**config.mk**
```make
export PLATFORM = sky130hd
export DESIGN_NAME = reorder_buffer
export DESIGN_NICKNAME = d
export VERILOG_FILES = /design/src/rtl/reorder_buffer.sv
export SDC_FILE = /design/constraint.sdc
export NUM_CORES = 1
export LEC_CHECK = 0
export BUFFER_PORTS_ARGS = -buffer_cell sky130_fd_sc_hd__buf_4
export CAP_MARGIN = 5
export CORE_UTILIZATION = 30
export DETAILED_ROUTE_END_ITERATION = 10
export PLACE_DENSITY = 0.53
export SLEW_MARGIN = 10
export SYNTH_ARGS = -nofsm -noshare
export SYNTH_HDL_FRONTEND = slang
export SYNTH_SLANG_ARGS = --single-unit
```
**constraint.sdc**
```tcl
create_clock -name clk -period 4.4 [get_ports clk]
set_input_delay 0.88 -clock clk [delete_from_list [all_inputs] [get_ports clk]]
set_output_delay 0.88 -clock clk [all_outputs]
set_load 0.02 [all_outputs]
```
**src/rtl/reorder_buffer.sv**
```systemverilog
// ---------------------------------------------------------------------------
// reorder_buffer
//
// Circular 16-entry reorder buffer. Dispatch allocates one entry per accepted
// instruction at the tail. The ALU, branch and memory units mark entries done
// by tag. Entries retire in program order from the head. A mispredicted
// branch squashes every younger entry, pulls the tail back to just past the
// branch, and raises a one-cycle recovery pulse carrying the branch tag.
//
// Ports
//   clk, reset                  clock, synchronous active-high reset
//   alloc_valid                 dispatch accepts an instruction this cycle
//   alloc_pd_new, alloc_pd_old  new / previous physical destination (7b)
//   alloc_has_dest              instruction writes a register
//   rob_full                    all 16 entries occupied
//   rob_index                   tag the next allocation receives (5b, bit 4 = 0)
//   alu_done/alu_tag            ALU completion strobe and tag
//   mem_done/mem_tag            memory completion strobe and tag
//   b_done/b_tag/b_mispredict   branch completion, tag and mispredict flag
//   mispredict, mispredict_tag  registered recovery pulse and branch tag
//   commit_valid                head entry retires at the coming clock edge
//   commit_tag                  head tag
//   commit_pd_old/new/has_dest  head entry fields for the free list
// ---------------------------------------------------------------------------
module reorder_buffer (
    input  logic       clk,
    input  logic       reset,
    input  logic       alloc_valid,
    input  logic [6:0] alloc_pd_new,
    input  logic [6:0] alloc_pd_old,
    input  logic       alloc_has_dest,
    output logic       rob_full,
    output logic [4:0] rob_index,
    input  logic       alu_done,
    input  logic [4:0] alu_tag,
    input  logic       b_done,
    input  logic [4:0] b_tag,
    input  logic       b_mispredict,
    input  logic       mem_done,
    input  logic [4:0] mem_tag,
    output logic       mispredict,
    output logic [4:0] mispredict_tag,
    output logic       commit_valid,
    output logic [4:0] commit_tag,
    output logic [6:0] commit_pd_old,
    output logic [6:0] commit_pd_new,
    output logic       commit_has_dest
);

    localparam int DEPTH = 16;

    // Per-entry state
    logic [DEPTH-1:0] valid_q;
    logic [DEPTH-1:0] done_q;
    logic [DEPTH-1:0] has_dest_q;
    logic [6:0]       pd_new_q [DEPTH];
    logic [6:0]       pd_old_q [DEPTH];

    // Pointers and occupancy
    logic [3:0] head_q;
    logic [3:0] tail_q;
    logic [4:0] count_q;

    // Recovery broadcast
    logic       mispredict_q;
    logic [4:0] mispredict_tag_q;

    // Next-state signals
    logic             recover;
    logic             alloc_fire;
    logic             commit_fire;
    logic [3:0]       b_off;
    logic [3:0]       ent_off [DEPTH];
    logic [DEPTH-1:0] flush_mask;
    logic [DEPTH-1:0] done_set;
    logic [DEPTH-1:0] valid_next;
    logic [DEPTH-1:0] done_next;
    logic [3:0]       head_next;
    logic [3:0]       tail_next;
    logic [4:0]       count_next;

    // Outputs are pure functions of the stored state. The commit port shows
    // the head entry whether or not it is retiring; commit_valid qualifies it.
    assign rob_full        = (count_q == 5'd16);
    assign rob_index       = {1'b0, tail_q};
    assign commit_valid    = valid_q[head_q] & done_q[head_q];
    assign commit_tag      = {1'b0, head_q};
    assign commit_pd_old   = pd_old_q[head_q];
    assign commit_pd_new   = pd_new_q[head_q];
    assign commit_has_dest = has_dest_q[head_q];
    assign mispredict      = mispredict_q;
    assign mispredict_tag  = mispredict_tag_q;

    // Event decode and flush mask. Age is measured as distance from head, so
    // "younger than the branch" is simply a larger head-relative offset; this
    // handles wrap-around without special cases. Tags with bit 4 set never
    // match an entry. Completions landing on an entry being squashed this
    // same edge are discarded along with the entry.
    always_comb begin
        recover     = b_done && b_mispredict && !b_tag[4] && valid_q[b_tag[3:0]];
        commit_fire = commit_valid;
        alloc_fire  = alloc_valid && !rob_full && !recover;
        b_off       = b_tag[3:0] - head_q;
        flush_mask  = '0;
        done_set    = '0;
        for (int i = 0; i < DEPTH; i++) begin
            ent_off[i]    = 4'(i) - head_q;
            flush_mask[i] = recover && (ent_off[i] > b_off);
            done_set[i]   = valid_q[i] && !flush_mask[i] &&
                            ((alu_done && (alu_tag == 5'(i))) ||
                             (mem_done && (mem_tag == 5'(i))) ||
                             (b_done   && (b_tag   == 5'(i))));
        end
    end

    // Next entry flags and pointers. Commit and allocate never touch the same
    // slot: allocate is blocked when full, and a commit needs a valid head.
    // On recovery the count is rebuilt from the branch position rather than
    // incremented, since every entry past the branch is gone.
    always_comb begin
        valid_next = valid_q & ~flush_mask;
        done_next  = (done_q | done_set) & ~flush_mask;
        head_next  = head_q;
        tail_next  = tail_q;
        count_next = count_q;

        if (commit_fire) begin
            valid_next[head_q] = 1'b0;
            head_next          = head_q + 4'd1;
        end

        if (alloc_fire) begin
            valid_next[tail_q] = 1'b1;
            done_next[tail_q]  = 1'b0;
            tail_next          = tail_q + 4'd1;
        end

        if (recover) begin
            tail_next  = b_tag[3:0] + 4'd1;
            count_next = {1'b0, b_off} + 5'd1 - {4'd0, commit_fire};
        end else begin
            count_next = count_q + {4'd0, alloc_fire} - {4'd0, commit_fire};
        end
    end

    // State register. Payload fields are also cleared on reset so the commit
    // port reads all-zero until the first allocation.
    always_ff @(posedge clk) begin
        if (reset) begin
            valid_q          <= '0;
            done_q           <= '0;
            has_dest_q       <= '0;
            head_q           <= '0;
            tail_q           <= '0;
            count_q          <= '0;
            mispredict_q     <= 1'b0;
            mispredict_tag_q <= '0;
            for (int i = 0; i < DEPTH; i++) begin
                pd_new_q[i] <= '0;
                pd_old_q[i] <= '0;
            end
        end else begin
            valid_q      <= valid_next;
            done_q       <= done_next;
            head_q       <= head_next;
            tail_q       <= tail_next;
            count_q      <= count_next;
            mispredict_q <= recover;
            if (recover) begin
                mispredict_tag_q <= b_tag;
            end
            if (alloc_fire) begin
                pd_new_q[tail_q]   <= alloc_pd_new;
                pd_old_q[tail_q]   <= alloc_pd_old;
                has_dest_q[tail_q] <= alloc_has_dest;
            end
        end
    end

endmodule

```
* Word-level counts from Yosys, hierarchy flattened
Memories as Yosys holds them, arrays and structs flattened. A register that Yosys moved wholly into a read port is not among the register bits.
Index checks and enable logic that the tools add are counted.
** Storage, ports and cells
- Register bits :: 67
- Bits in writable memories :: 224
- Input bits :: 37
- Output and inout bits :: 33
- Logic and storage cells :: 305
- Memories kept :: 2
** Memories
- pd_new_q :: words 16, width 7, read ports 1, clocked after Yosys merged registers in 1, write ports 16, line 56 : logic [6:0] pd_new_q [DEPTH];
- pd_old_q :: words 16, width 7, read ports 1, clocked after Yosys merged registers in 1, write ports 16, line 57 : logic [6:0] pd_old_q [DEPTH];
** Operators by class
- $add $sub $neg :: 24
- Order comparisons :: 21
- Eq/ne operators :: 46
- Mux-type cells :: 34
- Bitwise gates (word level) :: 10
- Reductions and logical operators :: 160
** Operators by type and width (count)
- $eq A5 B4 Y1 const B :: 24
- $logic_and A1 B1 Y1 :: 103
- $and A16 B16 Y16 :: 4
- $gt A4 B4 Y1 :: 16
- $eq A5 B3 Y1 const B :: 12
- $mux W16 :: 3
- $not A16 Y16 :: 3
- $logic_or A1 B1 Y1 :: 32
- $mux W4 :: 8
- $or A16 B16 Y16 :: 2
- $sub A4 B4 Y4 const A :: 8
- $eq A5 B2 Y1 const B :: 6
- $logic_not A1 Y1 :: 19
- $bmux W1 S4 :: 4
- $bwmux W16 :: 1
- $sub A3 B4 Y4 const A :: 4
- $eq A5 B1 Y1 const B :: 3
- $logic_not A5 Y1 :: 3
- $lt A4 B5 Y1 const B :: 3
- $mux W7 :: 2
- $reduce_or A7 Y1 :: 2
- $mux W1 :: 13
- $add A4 B1 Y4 const B :: 3
- $sub A5 B1 Y5 :: 2
- 11 further kinds :: 15

* Longest topological paths before layout
- Depth after elaboration :: 11
- Gate-level depth with buffers :: 19
- Depth with buffers taken out :: 16

* Worst setup path after synthesis
Ideal clock, no wire load.
- Path kind :: input to register
- Start point :: input port b_tag[0]
- End point :: register done_q[12]
- Library setup time :: 81 ps
- Data arrival time :: 3853 ps
- Data required time :: 4319 ps
- Path slack :: 466 ps
- Stages on the path :: 14
- Buffers on the path :: 1
- Path through :: clkbuf_1 -> inv_1 -> ha_1 -> inv_1 -> fa_1 -> xor2_1 -> inv_1 -> ha_1 -> or3b_2 -> o311ai_0 -> o21ai_0 -> a211oi_1 -> a211o_1 -> nor3b_1
** On the way
- Longest elaborated chain between the ends :: 11
- Elaborated cells between the ends (all ways) :: 19
- Classes of those cells :: 1 x add/sub; 1 x order compare; 1 x eq/ne; 3 x mux; 4 x bitwise; 9 x reduce/logical
** RTL lines
- from (decl) :: line 37 : input logic [4:0] b_tag,
- parallel branches: the longest is 10 deep, another holds $sub A4 B4 Y4
- $mux W16 * :: line 132 : if (alloc_fire) begin
- to (signal assigned) :: line 164 : done_q <= done_next;
- to (decl) :: line 54 : logic [DEPTH-1:0] done_q;
Mark *: on every way between the ends. The select of a mux whose other input is x is not followed.
A chain may end at the register's enable or synchronous reset.

* Worst setup path after layout
- Start point :: register head_q[0]
- End point :: register done_q[12]
** On the way
- Longest elaborated chain between the ends :: 10
- Elaborated cells between the ends (all ways) :: 12
- Classes of those cells :: 2 x add/sub; 1 x order compare; 1 x mux; 4 x bitwise; 4 x reduce/logical
** RTL lines
- from (decl) :: line 60 : logic [3:0] head_q;
- from (signal assigned) :: line 165 : head_q <= head_next;
- $sub A4 B4 Y4, on equally long branches :: line 107, 103
- $gt A4 B4 Y1 * :: line 108 : flush_mask[i] = recover && (ent_off[i] > b_off);
- $logic_and A1 B1 Y1 * :: line 108
- $logic_not A1 Y1 :: line 109 : done_set[i] = valid_q[i] && !flush_mask[i] &&
- $logic_and A1 B1 Y1 (2 in a row) :: line 109
- $or A16 B16 Y16 :: line 122 : done_next = (done_q | done_set) & ~flush_mask;
- $and A16 B16 Y16 * :: line 122
- $and A16 B16 Y16 (no source line)
- $mux W16 * :: line 132
Every way passes the cells marked *; elsewhere a longest branch is shown, timed or not.

==> qor.yml <==
die:
  placementRows: 82
  die_w_um: 229
  die_h_um: 229
  io_pins: 70
  coreArea_mm2: 0.0506
  dieArea_mm2: 0.0526
  start_util_pct: 30.7
sta:
  tightest_slew_ns: 1.22
  setup_tns_ns: 0
  setup_violations: 0
  min_period_over_period_pct: 85.5
  slew_headroom_pct: 18.8
  slew_violations: 0
  fin_worst_skew_ns: 0.0251
  max_freq_mhz: 266
  hold_violations: 0
  min_period_ns: 3.76
  rsz0062_at_grt: "false"
setup_path:
  critPathLaunch: "head_q[0]"
  path_max_fanout: 10
  required_ns: 4.83
  endpoint_kind: "flip-flop"
  r2r_start: "head_q[0]"
  cp.arrival_ns: 4.19
  critical_path_class: "reg2reg"
  startpoint_type: "flip-flop"
synthesis:
  synth_enable_flop_cells: 224
  synth_ff_type: "edfxtp_1"
  yosysTopAreaCell: "edfxtp_1"
  yosys-top-cells-area: "edfxtp_1, mux4_2, dfxtp_1"
  yosys.cell_count.top_type: "edfxtp_1"
  synthTopCellsByCount: "edfxtp_1, and2_1, and3_1"
  syn_inst: 1277
  netlist_area_mm2: 0.0155
  yosysUniqueCellTypes: 65
  syn_avg_cell_area_um2: 12.1
  yosysSeqAreaShare_pct: 52.5
  synth_top_area_share_pct: 43.4
  ys_warn_count: 0
  synthArstFlopShare_pct: 0
  ys_seq_elements: 295
cts:
  cts_tree: "built"
  clockBufferDepth: 3
  clk_pin_slew_ns: 0.05
  clock-sinks: 295
  root_buffer: "clkbuf_16"
  htreeDepth: 2
  cts_setup_buffers: 0
  insertion_delay_ns: 0.53
  cts_buffers: 34
  cts_resized: 0
  ctsHoldBuffers: 0
drt:
  routed_wl_mm: 47.2
  avgViaCountPerCell: 5.31
  wire_per_inst_um: 23.2
  vias: 10800
  drt_pass1_iterations: 5
  drtIter0Drc: 1018
  drc: 0
  detail-route-antenna-nets: 0
final_layout:
  drive_above_1_share_pct: 21.4
  fin_util_pct: 35.6
  layout.nets: 1422
  n_antenna_cell: 0
  areaGrowthSynthToFinish_pct: 15.9
min_path:
  min_from: "mispredict_tag[3]"
  hold_class: "reg2reg"
global_routing:
  grt_pass1_vias: 11000
  grt.total_usage_pct: 17.8
  grt_pass1_wl_mm: 70.4
  grt_antenna_before_repair: 1
  grt_overflow: 0
  grt_max_degree: 43
placed_design:
  place_hpwl_mm: 30.9
  routabilityCongestion: 0.844
  io_buffers: 67
job:
  max_cap_violations: 0
pwr:
  power_density_mw_per_mm2: 379
  p_leak_nw: 6.84
  irDropWorstVdd_mv: 0.253
outcome:
  outcome: "completed"
## report_power, final
group	leakage, nW	internal, W	switching, W	total, W
registers	2.90	0.00315	0.0000635	0.00322
logic	3.46	0.000372	0.000628	0.00100
clock network	0.484	0.00147	0.00114	0.00260
total	6.84	0.00499	0.00183	0.00682
## registers in the layout, summed over array words and instances (netlist names), named ones only
| name | cells |
|---|---|
| pd_new_q | 112 |
| pd_old_q | 112 |
| done_q | 16 |
| has_dest_q | 16 |
| valid_q | 16 |
| count_q | 5 |
| mispredict_tag | 5 |
| head_q | 4 |
| tail_q | 4 |
| mispredict | 1 |
## layer usage
metal / part of all wire, % / wire length [µm] / up-vias / GRT usage (%)
li1: - / - / 4881 / -
met1: 44 / 20600 / 5464 / 24.2
met2: 47 / 22100 / 387 / 28.7
met3: 6.3 / 2990 / 71 / 2.99
met4: 3.1 / 1470 / 0 / 6.17
met5: 0 / 0 / - / 0
## cell usage in the layout, fill, tap and decap left out, types with 5 or more instances in the layout
cell type,count
a21o_1,10
and3_1,106
o22ai_1,7
and2_1,130
xnor2_1,12
nor2_1,29
o21ai_2,5
mux4_2,79
o41ai_1,8
mux2_2,7
dfxtp_1,69
o21bai_1,6
nor4_4,6
nor2b_1,18
buf_4,129
clkinv_1,8
nand2b_1,8
a22oi_1,13
ha_1,42
o21ai_0,38
xor2_1,11
nor3_1,13
nand3_1,55
o211ai_1,12
clkbuf_1,9
maj3_1,6
buf_12,5
edfxtp_1,224
a211oi_1,13
inv_1,31
a21oi_1,49
nand2_1,97
clkbuf_16,35
nor4bb_1,5
## layout make-up
class / instances / area, µm²
clock inverters: 14 / 95.1
inverters: 34 / 128
repair buffers: 134 / 1070
well taps: 672 / 841
clock buffers: 44 / 910
flip-flops and latches: 295 / 8150
fillers: 4931 / 32600
multi-input cells: 842 / 6790
## path summary, 6_finish.rpt
| check | depth (start not counted) | slack (ns) | endpoint |
|---|---|---|---|
| worst min register to register | 2 | 0.47 | mispredict_tag[3] |
| worst max register to register | 11 | 0.64 | done_q[12] |
| worst min-delay path | 2 | 0.47 | mispredict_tag[3] |
| worst max-delay path | 11 | 0.64 | done_q[12] |
## logic make-up (layout without fill, tap and decap cells)
group,after synthesis,count (layout),synth area share (%)
AND/OR/NAND/NOR,497,497,18.4
flip-flops,295,295,52.5
XOR/XNOR,23,23,1.30
adder cells (fa/ha/maj),50,50,4.03
buffers and inverters,141,226,4.02
AO/OA/AOI/OAI,182,182,7.57
multiplexers,88,88,12.1
other,1,2,0.0242
## through the flow
| stage | cells | worst slack, ns | hold slack [ns] | total power [W] | area, µm² |
|---|---|---|---|---|---|
| floorplan | 1278 | 0.466 | 0.439 | 0.00386 | 15500 |
| global placement | 1977 | 0.378 | 0.450 | 0.00426 | 17000 |
| detailed placement | 1977 | 0.338 | 0.460 | 0.00428 | 17000 |
| CTS | 2035 | 0.558 | 0.469 | 0.00688 | 18000 |
| global route | 2035 | 0.392 | 0.486 | 0.00706 | 18000 |
| finish | 2035 | 0.639 | 0.470 | 0.00682 | 18000 |
## critical path, cell delays in order, from the launching register on
cell and delay, ns:
dfxtp_1 0.56, clkinv_1 0.47, ha_1 0.48, xnor2_1 0.24
inv_1 0.07, ha_1 0.29, or3b_2 0.44, o311ai_0 0.23
o21ai_0 0.26, a211oi_1 0.29, a211o_1 0.16, nor3b_1 0.17
(Power assumes the default switching activity.)
